**src/rtl/hazard_control_unit.sv**
```systemverilog
// hazard_control_unit
// ID-stage hazard control: multi-cycle load-use stalls, mul/div busy tracking
// with HI/LO-use and issue stalls, branch flushes of configurable depth, and a
// saturating stall-cycle counter. Control outputs are combinational from the
// registered state and the current ID/EX inputs; reset forces them to the
// "free-running" values.
module hazard_control_unit #(
    parameter int REG_W       = 5,
    parameter int LOAD_STALLS = 1,
    parameter int MD_LATENCY  = 4,
    parameter int FLUSH_DEPTH = 2,
    parameter int PERF_W      = 32
) (
    input  logic              clock,
    input  logic              reset,
    input  logic [REG_W-1:0]  rs,
    input  logic [REG_W-1:0]  rt,
    input  logic              usesRs,
    input  logic              usesRt,
    input  logic [REG_W-1:0]  rtEx,
    input  logic              memReadEx,
    input  logic              isBranch,
    input  logic              mdIssueId,
    input  logic              mdUseId,
    input  logic              mdStartEx,
    output logic              pcWrite,
    output logic              ifIdWrite,
    output logic              ifIdFlush,
    output logic              idExFlush,
    output logic              exMemFlush,
    output logic              mdBusy,
    output logic [PERF_W-1:0] stallCycles
);

    typedef enum logic {IDLE, LOAD_STALL} state_t;

    // The first load-use bubble is the combinational one, so the FSM only
    // covers the remaining LOAD_STALLS-1 cycles.
    localparam logic [2:0] LOAD_INIT  = 3'(LOAD_STALLS - 1);
    localparam logic       MULTI_LOAD = (LOAD_STALLS > 1);
    localparam logic [5:0] MD_INIT    = 6'(MD_LATENCY);
    localparam logic       FL_IDEX    = (FLUSH_DEPTH >= 1);
    localparam logic       FL_EXMEM   = (FLUSH_DEPTH >= 2);
    localparam logic       FL_IFID    = (FLUSH_DEPTH == 3);

    state_t              r_state;
    logic [2:0]          r_loadCnt;
    logic [5:0]          r_mdCnt;
    logic [PERF_W-1:0]   r_stallCycles;

    logic w_run;
    logic w_mdBusy;
    logic w_loadHaz;
    logic w_mdHaz;
    logic w_stall;
    logic w_branch;

    assign w_run     = ~reset;
    assign w_mdBusy  = (r_mdCnt != 6'd0);

    // $zero is never a real producer, so rtEx==0 can not create a hazard.
    assign w_loadHaz = memReadEx && (rtEx != '0) &&
                       ((usesRs && (rs == rtEx)) || (usesRt && (rt == rtEx)));
    assign w_mdHaz   = w_mdBusy && (mdUseId || mdIssueId);
    assign w_stall   = w_run && ((r_state == LOAD_STALL) || w_loadHaz || w_mdHaz);

    // A stalled branch is dropped; the held ID instruction re-presents it.
    assign w_branch  = w_run && isBranch && !w_stall;

    assign pcWrite     = !w_stall;
    assign ifIdWrite   = !w_stall;
    assign idExFlush   = w_stall || (w_branch && FL_IDEX);
    assign exMemFlush  = w_branch && FL_EXMEM;
    assign ifIdFlush   = w_branch && FL_IFID;
    assign mdBusy      = w_run && w_mdBusy;
    assign stallCycles = r_stallCycles;

    // Load-use FSM: holds the pipeline for the extra load bubbles.
    always_ff @(posedge clock or posedge reset) begin
        if (reset) begin
            r_state   <= IDLE;
            r_loadCnt <= 3'd0;
        end else begin
            case (r_state)
                IDLE: begin
                    if (w_loadHaz && MULTI_LOAD) begin
                        r_state   <= LOAD_STALL;
                        r_loadCnt <= LOAD_INIT;
                    end
                end
                LOAD_STALL: begin
                    if (r_loadCnt <= 3'd1) begin
                        r_state   <= IDLE;
                        r_loadCnt <= 3'd0;
                    end else begin
                        r_loadCnt <= r_loadCnt - 3'd1;
                    end
                end
                default: begin
                    r_state   <= IDLE;
                    r_loadCnt <= 3'd0;
                end
            endcase
        end
    end

    // Mul/div busy countdown, independent of the load FSM; a new issue reloads.
    always_ff @(posedge clock or posedge reset) begin
        if (reset) begin
            r_mdCnt <= 6'd0;
        end else if (mdStartEx) begin
            r_mdCnt <= MD_INIT;
        end else if (w_mdBusy) begin
            r_mdCnt <= r_mdCnt - 6'd1;
        end
    end

    // Saturating count of cycles in which the PC was held.
    always_ff @(posedge clock or posedge reset) begin
        if (reset) begin
            r_stallCycles <= '0;
        end else if (w_stall && (r_stallCycles != '1)) begin
            r_stallCycles <= r_stallCycles + 1'b1;
        end
    end

endmodule

```
**config.mk**
```make
export PLATFORM = sky130hd
export DESIGN_NAME = hazard_control_unit
export DESIGN_NICKNAME = d
export VERILOG_FILES = /design/src/rtl/hazard_control_unit.sv
export SDC_FILE = /design/constraint.sdc
export NUM_CORES = 1
export LEC_CHECK = 0
export CAP_MARGIN = 30
export CORE_UTILIZATION = 52
export DETAILED_ROUTE_END_ITERATION = 8
export MAX_ROUTING_LAYER = met4
export PLACE_DENSITY = 0.89
export SLEW_MARGIN = 20
export SYNTH_ARGS = -nofsm -noshare
export SYNTH_HDL_FRONTEND = slang
export SYNTH_SLANG_ARGS = --single-unit
```
**constraint.sdc**
```tcl
create_clock -name clock -period 6 [get_ports clock]
set_input_delay 1.2 -clock clock [delete_from_list [all_inputs] [get_ports clock]]
set_output_delay 1.2 -clock clock [all_outputs]
set_load 0.03 [all_outputs]
```
# Word-level counts from Yosys, hierarchy flattened
# Index checks and enable logic that the tools add are counted.
dict set report word_totals {
  output_inout_bits 38
  wordCells 36
  regBits 42
}
dict set report op_classes {
  order_cmp 1
  mux 5
  eq_ne 3
  add_sub_neg 3
  bitwise 1
  n_reduce_logical 19
}
# op count
set ops {}
lappend ops {{$add A32 B1 Y32 const B} 1}
lappend ops {{$ne A32 B32 Y1 const B} 1}
lappend ops {{$mux W6} 2}
lappend ops {{$eq A5 B5 Y1} 2}
lappend ops {{$logic_and A1 B1 Y1} 10}
lappend ops {{$reduce_bool A6 Y1} 1}
lappend ops {{$sub A6 B1 Y6 const B} 1}
lappend ops {{$logic_or A1 B1 Y1} 5}
lappend ops {{$reduce_bool A5 Y1} 1}
lappend ops {{$le A3 B1 Y1 const B} 1}
lappend ops {{$mux W3} 1}
lappend ops {{$sub A3 B1 Y3 const B} 1}
lappend ops {{$mux W1} 2}
lappend ops {{$reduce_bool A2 Y1} 1}
lappend ops {{$logic_not A1 Y1} 1}
lappend ops {{$not A1 Y1} 1}

# Logic depth before layout (Yosys ltp)
# Gate-level depths: netlist of the first run.
dict set report depth {
  ltp_word 10
  ltp_mapped 9
  ltp_nobuf 8
}

# Worst setup path after synthesis of the first run
# Ideal clock, no wire load.
dict set report synth_path {
  path_type {input port to output port}
  startpoint {input port reset}
  endpoint {output port exMemFlush}
  t_required_ns 4.800
  path_stages 3
  path_buffers 0
  path_slack_ns 1.842
  t_arrival_ns 2.958
  path_cell_list {inv_1 > nand2_1 > nor3_1}
}
dict set report synth_via {
  elab_chain_len 4
  elab_cells_between_ends 5
  classes_between {1 x bitwise; 4 x reduce/logical}
}
# item line_no
set synth_lines {}
lappend synth_lines {{from (decl)} 15} ;# input logic reset,
lappend synth_lines {{$not A1 Y1 (*)} 58} ;# assign w_run = ~reset;
lappend synth_lines {{$logic_and A1 B1 Y1} 65} ;# assign w_stall = w_run && ((r_state == LOAD_STALL) || w_loadHaz || w_mdHaz);
lappend synth_lines {{$logic_not A1 Y1} 68} ;# assign w_branch = w_run && isBranch && !w_stall;
lappend synth_lines {{$logic_and A1 B1 Y1 (*)} 68}
lappend synth_lines {{to (decl)} 30} ;# output logic exMemFlush,
# Mark *: on every way between the ends. The rest lies on a longest branch, timed or not.

# Worst setup path in the final report of the first run
dict set report layout_path {
  startpoint {input port rtEx[1]}
  endpoint {output port pcWrite}
}
dict set report layout_via {
  elab_chain_len 8
  elab_cells_between_ends 12
  classes_between {2 x eq/ne; 10 x reduce/logical}
}
# item line_no
set layout_lines {}
lappend layout_lines {{from (decl)} 20} ;# input logic [REG_W-1:0] rtEx,
lappend layout_lines {{$eq A5 B5 Y1} 63} ;# ((usesRs && (rs == rtEx)) || (usesRt && (rt == rtEx)));
lappend layout_lines {{$logic_and A1 B1 Y1} 63}
lappend layout_lines {{$logic_or A1 B1 Y1} 63}
lappend layout_lines {{$logic_and A1 B1 Y1 (*)} 62} ;# assign w_loadHaz = memReadEx && (rtEx != '0) &&
lappend layout_lines {{$logic_or A1 B1 Y1 (*) (2 in series)} 65}
lappend layout_lines {{$logic_and A1 B1 Y1 (*)} 65}
lappend layout_lines {{$logic_not A1 Y1 (*)} 70} ;# assign pcWrite = !w_stall;
lappend layout_lines {{to (decl)} 26} ;# output logic pcWrite,
# Marks and branches as above.

==> Flow_metrics.wiki, run 1 <==
{| class="wikitable"
! Metric !! Value
|-
| Synth unique cells || 46
|-
| Final count of pins violating max slew || 0
|-
| Combinational fraction of design power || 0.353
|-
| Number of global-route vias before repair || roughly 1.8k
|-
| First-pass GRT wire length || 8430 um
|-
| Layout cell share with drive strength beyond 1 || 0.100
|-
| Post-DP HPWL || between 3000 and 4000 um
|-
| Final weighted congestion of routability-driven global placement || 0.788
|-
| WHS || 505 ps
|-
| Count of input and output buffers || 60
|-
| Switching Fraction || 0.366
|-
| Number of antenna violations at the first check in global routing || 0
|-
| Proportion of synthesized area in mux cells || 0.00968
|-
| Final min period || 4870 ps
|-
| Crit path max fanout || 10
|-
| Sort of element at the start of the critical path || primary input
|-
| Hold buffers post-CTS || 0
|-
| Category of the critical setup timing path || in2out
|-
| Synthesized-area fraction occupied by ao, oa, aoi and oai cells || 0.0780
|-
| Per-cell routed wire length || 15.6 um
|-
| Most common cell after layout, fill and taps aside || sky130_fd_sc_hd__clkdlybuf4s50_1
|-
| Initial standard-cell utilization of the core || 0.561
|-
| Worst-skew pair later-pin latency || 300 ps
|-
| Clk_skew || 9.21 ps
|-
| Clock tree root buffer cell || sky130_fd_sc_hd__clkbuf_8
|-
| Area of the core region || 0.00414 sq mm
|-
| Arithmetic-cell share of the synthesized area counting full adders, half adders and majority gates || 0.0215
|-
| Cell leakage power || roughly 1.3 nW
|-
| Max-cap violations || 0
|-
| Setup repair after global routing missed its margin || no
|-
| Flip-flop and latch count after synthesis || 42
|-
| Pwr per Cell Area || 299 mW/mm^2
|-
| Area of the die || 0.00474 sq mm
|-
| Worst EP arrival || 3670 ps
|-
| Type of element capturing the critical path || output port
|-
| Count of unresolved DRC violations after routing || 0
|-
| Number of placed I/O pins || 62
|-
| Area of the multi-input gates || 0.00122 sq mm
|-
| Placed Instances || 332
|-
| Growth of design area from synthesis to finish || 32.5%
|-
| XOR/XNOR Fraction of Synth Area || 0.158
|-
| Total global routing track utilization || 0.252
|-
| DRT iter0 DRCs || 102
|-
| Sequential-to-total area share from yosys stat || 0.452
|-
| Number of levels the H-tree was split into || 2
|-
| Total nets after synthesis || 254
|-
| Number of warning messages in the yosys log || 0
|-
| Count of cells resized by post-cts repair || 0
|-
| Total wirelength of the detailed-routed design || 5310 um
|-
| Number of nets in the final layout || 317
|-
| Clock transition at path regs || 80 ps
|-
| Cell area after synthesis || between 0.002 and 0.0025 sq mm
|-
| Number of setup violations in the final report || 0
|-
| Kind of path behind the tightest hold check || reg2reg
|-
| # Post-CTS Setup Buffers || 0
|-
| Clock tree from TritonCTS || built
|-
| Die H || 68.9 um
|-
| Total iterations of the first detailed-routing run || 4
|-
| Relative contribution of the clock network to total power || 0.250
|-
| Total number of vias || between 1.5k and 2k
|-
| Max Clock Freq || just over 0.2 GHz
|-
| Total congestion overflow || 0
|-
| X dimension of the die || 68.9 um
|-
| Run status || finished clean
|-
| TritonCTS Buffers || 5
|-
| Dominant combinational cell family by area after synthesis || simple AND/OR/NAND/NOR gates
|-
| Post-detailed-route via-to-cell ratio || roughly 5.6
|-
| Count of antenna diodes in the layout || 0
|-
| Commonest cells after routing, fill and taps aside || sky130_fd_sc_hd__clkdlybuf4s50_1 (60), sky130_fd_sc_hd__dfrtp_1 (42), sky130_fd_sc_hd__xnor2_1 (34)
|-
| Maximum count of clock buffers along a single path || 2
|-
| Number of cells in the finished layout apart from fillers || 340
|-
| Fraction of the mapped netlist area in simple logic gates || 0.254
|-
| Net load switching power || 0.000337 W
|-
| Actual transition at the worst max-transition pin || ~670 ps
|-
| Fraction of registers with async set/reset || 1.00
|-
| Sequential fraction of design power || 0.397
|-
| Count of antenna-violating nets left after detailed routing || 0
|-
| Endpoint required time on the critical path || 4800 ps
|-
| Number of hold violations in the final report || 0
|-
| Maximum vdd drop || 0.225 mV
|-
| Post-synthesis instance total || 226
|-
| Rel. slew slack || 0.552
|-
| Register cell area after layout || 0.00105 sq mm
|-
| # clock sinks || 42
|-
| Post-route fraction of the period consumed by the critical path || 0.812
|-
| Std cell rows || 23
|-
| Final-layout setup total negative slack || 0 ps
|-
| FILL cells || 295
|-
| Dominant register cell in the synthesized netlist || sky130_fd_sc_hd__dfrtp_1
|-
| Maximum number of pins on one net before global-route repair || 44
|-
| Avg Cell Area, Syn || a little over 10 sq um
|-
| Number of enable-type register cells in the synthesized netlist || 0
|-
| Cell-internal power || 0.000584 W
|}
==> worst max-delay path: stages <==
cell	delay, ps
sky130_fd_sc_hd__clkdlybuf4s50_1	470
sky130_fd_sc_hd__or4_1	600
sky130_fd_sc_hd__o21ai_4	240
sky130_fd_sc_hd__a21oi_2	190
sky130_fd_sc_hd__o21ai_2	220
sky130_fd_sc_hd__clkdlybuf4s50_1	740
==> kinds of logic (layout without fill, tap and decap cells) <==
kind of cell / Yosys count / in the layout
AO/OA/AOI/OAI: 21 / 21
XOR/XNOR: 42 / 42
adder cells (fa/ha/maj): 4 / 4
buffers and inverters: 13 / 77
flip-flops: 42 / 42
multiplexers: 2 / 2
other: 1 / 1
AND/OR/NAND/NOR: 101 / 101
==> power groups by stage <==
stage	clock, W	combinational [W]	sequential (W)
5_1_grt	0.000240	0.000352	0.000373
3_3_place_gp	0	0.000317	0.000369
3_5_place_dp	0	0.000325	0.000370
6_report	0.000230	0.000325	0.000365
2_1_floorplan	0	0.000185	0.000400
4_1_cts	0.000232	0.000327	0.000365
==> path summary, 6_finish.rpt <==
check                           startpoint               to  slack, ps  cells past startpoint
max                                rtEx[1]          pcWrite       1130                      6
min                        stallCycles[30]  stallCycles[30]        510                      1
max reg2reg                     r_mdCnt[0]   stallCycles[1]       3390                      7
min reg2reg                stallCycles[30]  stallCycles[30]        510                      1
max in group asynchronous            reset       r_mdCnt[3]       4030                      3
min in group asynchronous            reset  stallCycles[20]       1600                      3
==> state kept, by name (all words and copies together), names as in the netlist <==
name	flops
r_loadCnt	3
r_mdCnt	6
r_state	1
stallCycles	32
==> per-stage QoR <==
stage | utilization | cell area (sq um) | total power (W) | setup slack [ps]
final | 0.744 | 3080 | 0.000920 | 1130
after global routing | 0.744 | 3080 | 0.000965 | 1050
after CTS | 0.744 | 3080 | 0.000924 | 1130
after detailed placement | 0.716 | 2970 | 0.000695 | 1130
after global placement | 0.716 | 2970 | 0.000686 | 1180
after floorplan | - | 2330 | 0.000585 | 1840
==> cell usage after synthesis (2+ instances only) <==
cell type,count,area share
sky130_fd_sc_hd__a21oi_1,6,0.013
sky130_fd_sc_hd__and3_1,7,0.019
sky130_fd_sc_hd__xnor2_1,34,0.13
sky130_fd_sc_hd__nand3_1,8,0.017
sky130_fd_sc_hd__clkbuf_1,2,0.0032
sky130_fd_sc_hd__nand4_1,20,0.054
sky130_fd_sc_hd__xor2_1,8,0.030
sky130_fd_sc_hd__buf_4,2,0.0065
sky130_fd_sc_hd__dfrtp_1,42,0.45
sky130_fd_sc_hd__inv_1,8,0.013
sky130_fd_sc_hd__and3_2,3,0.0097
sky130_fd_sc_hd__o21ai_0,2,0.0043
sky130_fd_sc_hd__ha_1,4,0.022
sky130_fd_sc_hd__and4_2,2,0.0086
sky130_fd_sc_hd__nor4_1,4,0.011
sky130_fd_sc_hd__and2_1,6,0.016
sky130_fd_sc_hd__o21a_1,2,0.0065
sky130_fd_sc_hd__nand2_1,18,0.029
sky130_fd_sc_hd__nor3_1,6,0.013
sky130_fd_sc_hd__and4_1,2,0.0075
sky130_fd_sc_hd__mux2_2,2,0.0097
sky130_fd_sc_hd__or3_1,4,0.011
sky130_fd_sc_hd__nor3b_2,2,0.011
sky130_fd_sc_hd__nor2_1,10,0.016
==> metal layers <==
metal  up-vias  track usage  wire, um
met4         0       0.0969        85
met1       920        0.315      2420
met2        39        0.410      2630
met5         -            -         0
li1        934            -         -
met3         9       0.0411       180
==> area by class of cell <==
cell class                 instances  share of cell area
tap                               50              0.0203
sequential                        42               0.341
inverter                           8             0.00974
timing repair buffer              61               0.197
multi-input combinational        171               0.395
clock inverter                     3              0.0142
clock buffer                       5              0.0223
Power figures use the tool's default switching activity.
==> run 2: changes to the inputs <==
--- a/config.mk
+++ b/config.mk
@@ -6,10 +6,10 @@
 export NUM_CORES = 1
 export LEC_CHECK = 0
 export CAP_MARGIN = 30
-export CORE_UTILIZATION = 52
+export CORE_UTILIZATION = 48
 export DETAILED_ROUTE_END_ITERATION = 8
 export MAX_ROUTING_LAYER = met4
-export PLACE_DENSITY = 0.89
+export PLACE_DENSITY = 0.83
 export SLEW_MARGIN = 20
 export SYNTH_ARGS = -nofsm -noshare
 export SYNTH_HDL_FRONTEND = slang
==> constraint.sdc (replaced) <==
create_clock -name clock -period 4.9 [get_ports clock]
set_input_delay 0.98 -clock clock [delete_from_list [all_inputs] [get_ports clock]]
set_output_delay 0.98 -clock clock [all_outputs]
set_load 0.03 [all_outputs]
==> run 2 against run 1 <==
Compared with the run above: total power rose by 16%; register-to-register slack got worse by 1100 ps; non-clock buffer count did not move; cell count rose by 0.59%; combinational power rose by 22%; setup slack got worse by 660 ps; global-route usage fell by 2.0 points; utilization fell by 6.4 points; die area rose by 8.1%; clock power barely moved; sequential share of layout area rose by 0.22 points; critical path type unchanged.
==> Flow_metrics.wiki, run 2 (same netlist as run 1, synthesis figures left out) <==
{| class="wikitable"
! Metric !! Value
|-
| Setup repair after global routing missed its margin || no
|-
| Count of unresolved DRC violations after routing || 0 (unchanged)
|-
| Commonest cells after routing, fill and taps aside || sky130_fd_sc_hd__clkdlybuf4s50_1 (60), sky130_fd_sc_hd__dfrtp_1 (42), sky130_fd_sc_hd__xnor2_1 (34)
|-
| Layout cell share with drive strength beyond 1 || 0.100 (unchanged)
|-
| X dimension of the die || 71.6 um (+4.0%)
|-
| Initial standard-cell utilization of the core || 0.516 (-0.0449)
|-
| Count of input and output buffers || 60 (unchanged)
|-
| Highest Signal Layer || met4
|-
| Post-route fraction of the period consumed by the critical path || 0.905
|-
| Routed met2 length || 2530 um (-3.7%)
|-
| Cell leakage power || 1.26 nW (-1.1%)
|-
| Number of levels the H-tree was split into || 2 (unchanged)
|-
| Number of cells in the finished layout apart from fillers || 342 (+0.59%)
|-
| Maximum vdd drop || 0.245 mV (+9.1%)
|-
| Reg2reg path depth || 7 (unchanged)
|-
| TritonCTS Buffers || 5 (unchanged)
|-
| Final count of pins violating max slew || 0 (unchanged)
|-
| Worst reg-to-reg setup slack || 2330 ps (-1060 ps)
|-
| Total global routing track utilization || 0.232 (-0.0204)
|-
| Std cell rows || 24 (+4.3%)
|-
| Count of antenna diodes in the layout || 0 (unchanged)
|-
| CP delay by family, top || buffers and inverters
|-
| Per-cell routed wire length || 15.2 um (-2.7%)
|-
| Total iterations of the first detailed-routing run || 4 (unchanged)
|-
| Post-detailed-route via-to-cell ratio || 5.61 (+0.25%)
|-
| Clock tree from TritonCTS || built
|-
| Endpoint required time on the critical path || 3920 ps (-880 ps)
|-
| Number of stages on the worst setup path || 6 (unchanged)
|-
| Kind of path behind the tightest hold check || reg2reg
|-
| Sink of the worst hold path || stallCycles[28]
|-
| Number of hold violations in the final report || 0 (unchanged)
|-
| Hold Startpoint || stallCycles[28]
|-
| Number of flip-flops under the largest register name || 32 (unchanged)
|-
| Max-cap violations || 0 (unchanged)
|-
| Worst R2R Start || r_mdCnt[0]
|-
| Worst r2r dst || stallCycles[1]
|-
| Maximum number of pins on one net before global-route repair || 44 (unchanged)
|-
| Number of placed I/O pins || 62 (unchanged)
|-
| Number of global-route vias before repair || 1830 (+2.3%)
|-
| Final-layout setup total negative slack || 0 ps (unchanged)
|-
| Clk_skew || 7.89 ps (-1.32 ps)
|-
| Die H || 71.6 um (+4.0%)
|-
| Number of setup violations in the final report || 0 (unchanged)
|-
| DRT iter0 DRCs || 68 (-33%)
|-
| Buffering stage count on the worst path with inverters included || 2 (unchanged)
|-
| Crit path max fanout || 10 (unchanged)
|-
| Count of cells resized by post-cts repair || 0 (unchanged)
|-
| Final min period || 4430 ps
|-
| Clock tree root buffer cell || sky130_fd_sc_hd__clkbuf_8
|-
| Worst-skew pair later-pin latency || 300 ps (about the same)
|-
| Number of nets in the final layout || 317 (unchanged)
|-
| Clock transition at path regs || 80 ps (about the same)
|-
| Total number of vias || 1918 (+0.84%)
|-
| Type of element capturing the critical path || output port
|-
| Maximum count of clock buffers along a single path || 2 (unchanged)
|-
| Pwr per Cell Area || 350 mW/mm^2 (+17%)
|-
| Crit path cell chain || clkdlybuf4s50_1 > or4_1 > o21ai_4 > a21oi_2 > o21ai_2 > clkdlybuf4s50_1
|-
| Area of the die || 0.00513 sq mm (+8.1%)
|-
| Most used cell, CP || sky130_fd_sc_hd__clkdlybuf4s50_1
|-
| Place WS || 451 ps (-682 ps)
|-
| Number of antenna violations at the first check in global routing || 0 (unchanged)
|-
| # clock sinks || 42 (unchanged)
|-
| Total congestion overflow || 0 (unchanged)
|-
| Run status || finished clean
|-
| Hold buffers post-CTS || 0 (unchanged)
|-
| Actual transition at the worst max-transition pin || 667 ps (-5.24 ps)
|-
| Category of the critical setup timing path || in2out
|-
| Total wirelength of the detailed-routed design || 5200 um (-2.1%)
|-
| Rel. slew slack || 0.555 (+0.00349)
|-
| Highest cell delay on the worst timing path || 740 ps (about the same)
|-
| # Post-CTS Setup Buffers || 0 (unchanged)
|-
| First-pass GRT wire length || 8880 um (+5.3%)
|-
| Sort of element at the start of the critical path || primary input
|-
| Placed Instances || 334 (+0.60%)
|-
| Count of cells along the worst hold path || 1 (unchanged)
|-
| WHS || 493 ps (-12.1 ps)
|-
| Final weighted congestion of routability-driven global placement || 0.782 (-0.84%)
|-
| Growth of design area from synthesis to finish || 31.6%
|-
| Count of antenna-violating nets left after detailed routing || 0 (unchanged)
|-
| Post-DP HPWL || 3820 um (+1.5%)
|-
| Area of the core region || 0.00450 sq mm (+8.7%)
|-
| Met3 wire len || 233 um (+29%)
|-
| Worst EP arrival || 3450 ps (-220 ps)
|-
| Final Worst Setup Slack || 466 ps (-663 ps)
|-
| Routed length on met1 || 2340 um (-3.0%)
|-
| Most common cell after layout, fill and taps aside || sky130_fd_sc_hd__clkdlybuf4s50_1
|-
| Max Clock Freq || 0.226 GHz
|-
| Cell at the slowest stage of the critical path || sky130_fd_sc_hd__clkdlybuf4s50_1
|}
[run 2: metrics by stage]
step	area (sq um)	power [W]	util
finish	3060	0.00107	0.680
CTS	3060	0.00108	0.680
global placement	2970	0.000841	0.660
floorplan	2330	0.000716	-
global route	3060	0.00114	0.680
detailed placement	2970	0.000851	0.660
[run 2: how the worst max path moves through the flow]
stage,from,to
3_5_place_dp,rtEx[1],ifIdWrite
4_1_cts,rtEx[1],ifIdWrite
3_3_place_gp,rtEx[1],pcWrite
5_1_grt,rtEx[2],pcWrite
6_report,rtEx[1],pcWrite
2_1_floorplan,reset,exMemFlush
[run 2: final cells by class]
class,instances,area (sq um)
Sequential cell,42,1050
Tap cell,52,65.1
Fill cell,367,1440
Inverter,8,30.0
Multi-Input combinational cell,171,1220
Timing Repair Buffer,61,608
Clock inverter,3,21.3
Clock buffer,5,68.8
[run 2: layer usage]
| layer | GRT usage | vias up |
|---|---|---|
| li1 | - | 930 |
| met1 | 0.297 | 934 |
| met2 | 0.348 | 44 |
| met3 | 0.0633 | 10 |
| met4 | 0.0980 | 0 |
| met5 | - | - |
[run 2: power by group]
group | switching (W) | leakage [nW] | internal, W | total (W)
sequential | 0.0000553 | 0.570 | 0.000391 | 0.000447
combinational | 0.000226 | 0.648 | 0.000170 | 0.000396
clock | 0.000128 | 0.0441 | 0.000100 | 0.000228
total | 0.000409 | 1.26 | 0.000662 | 0.00107
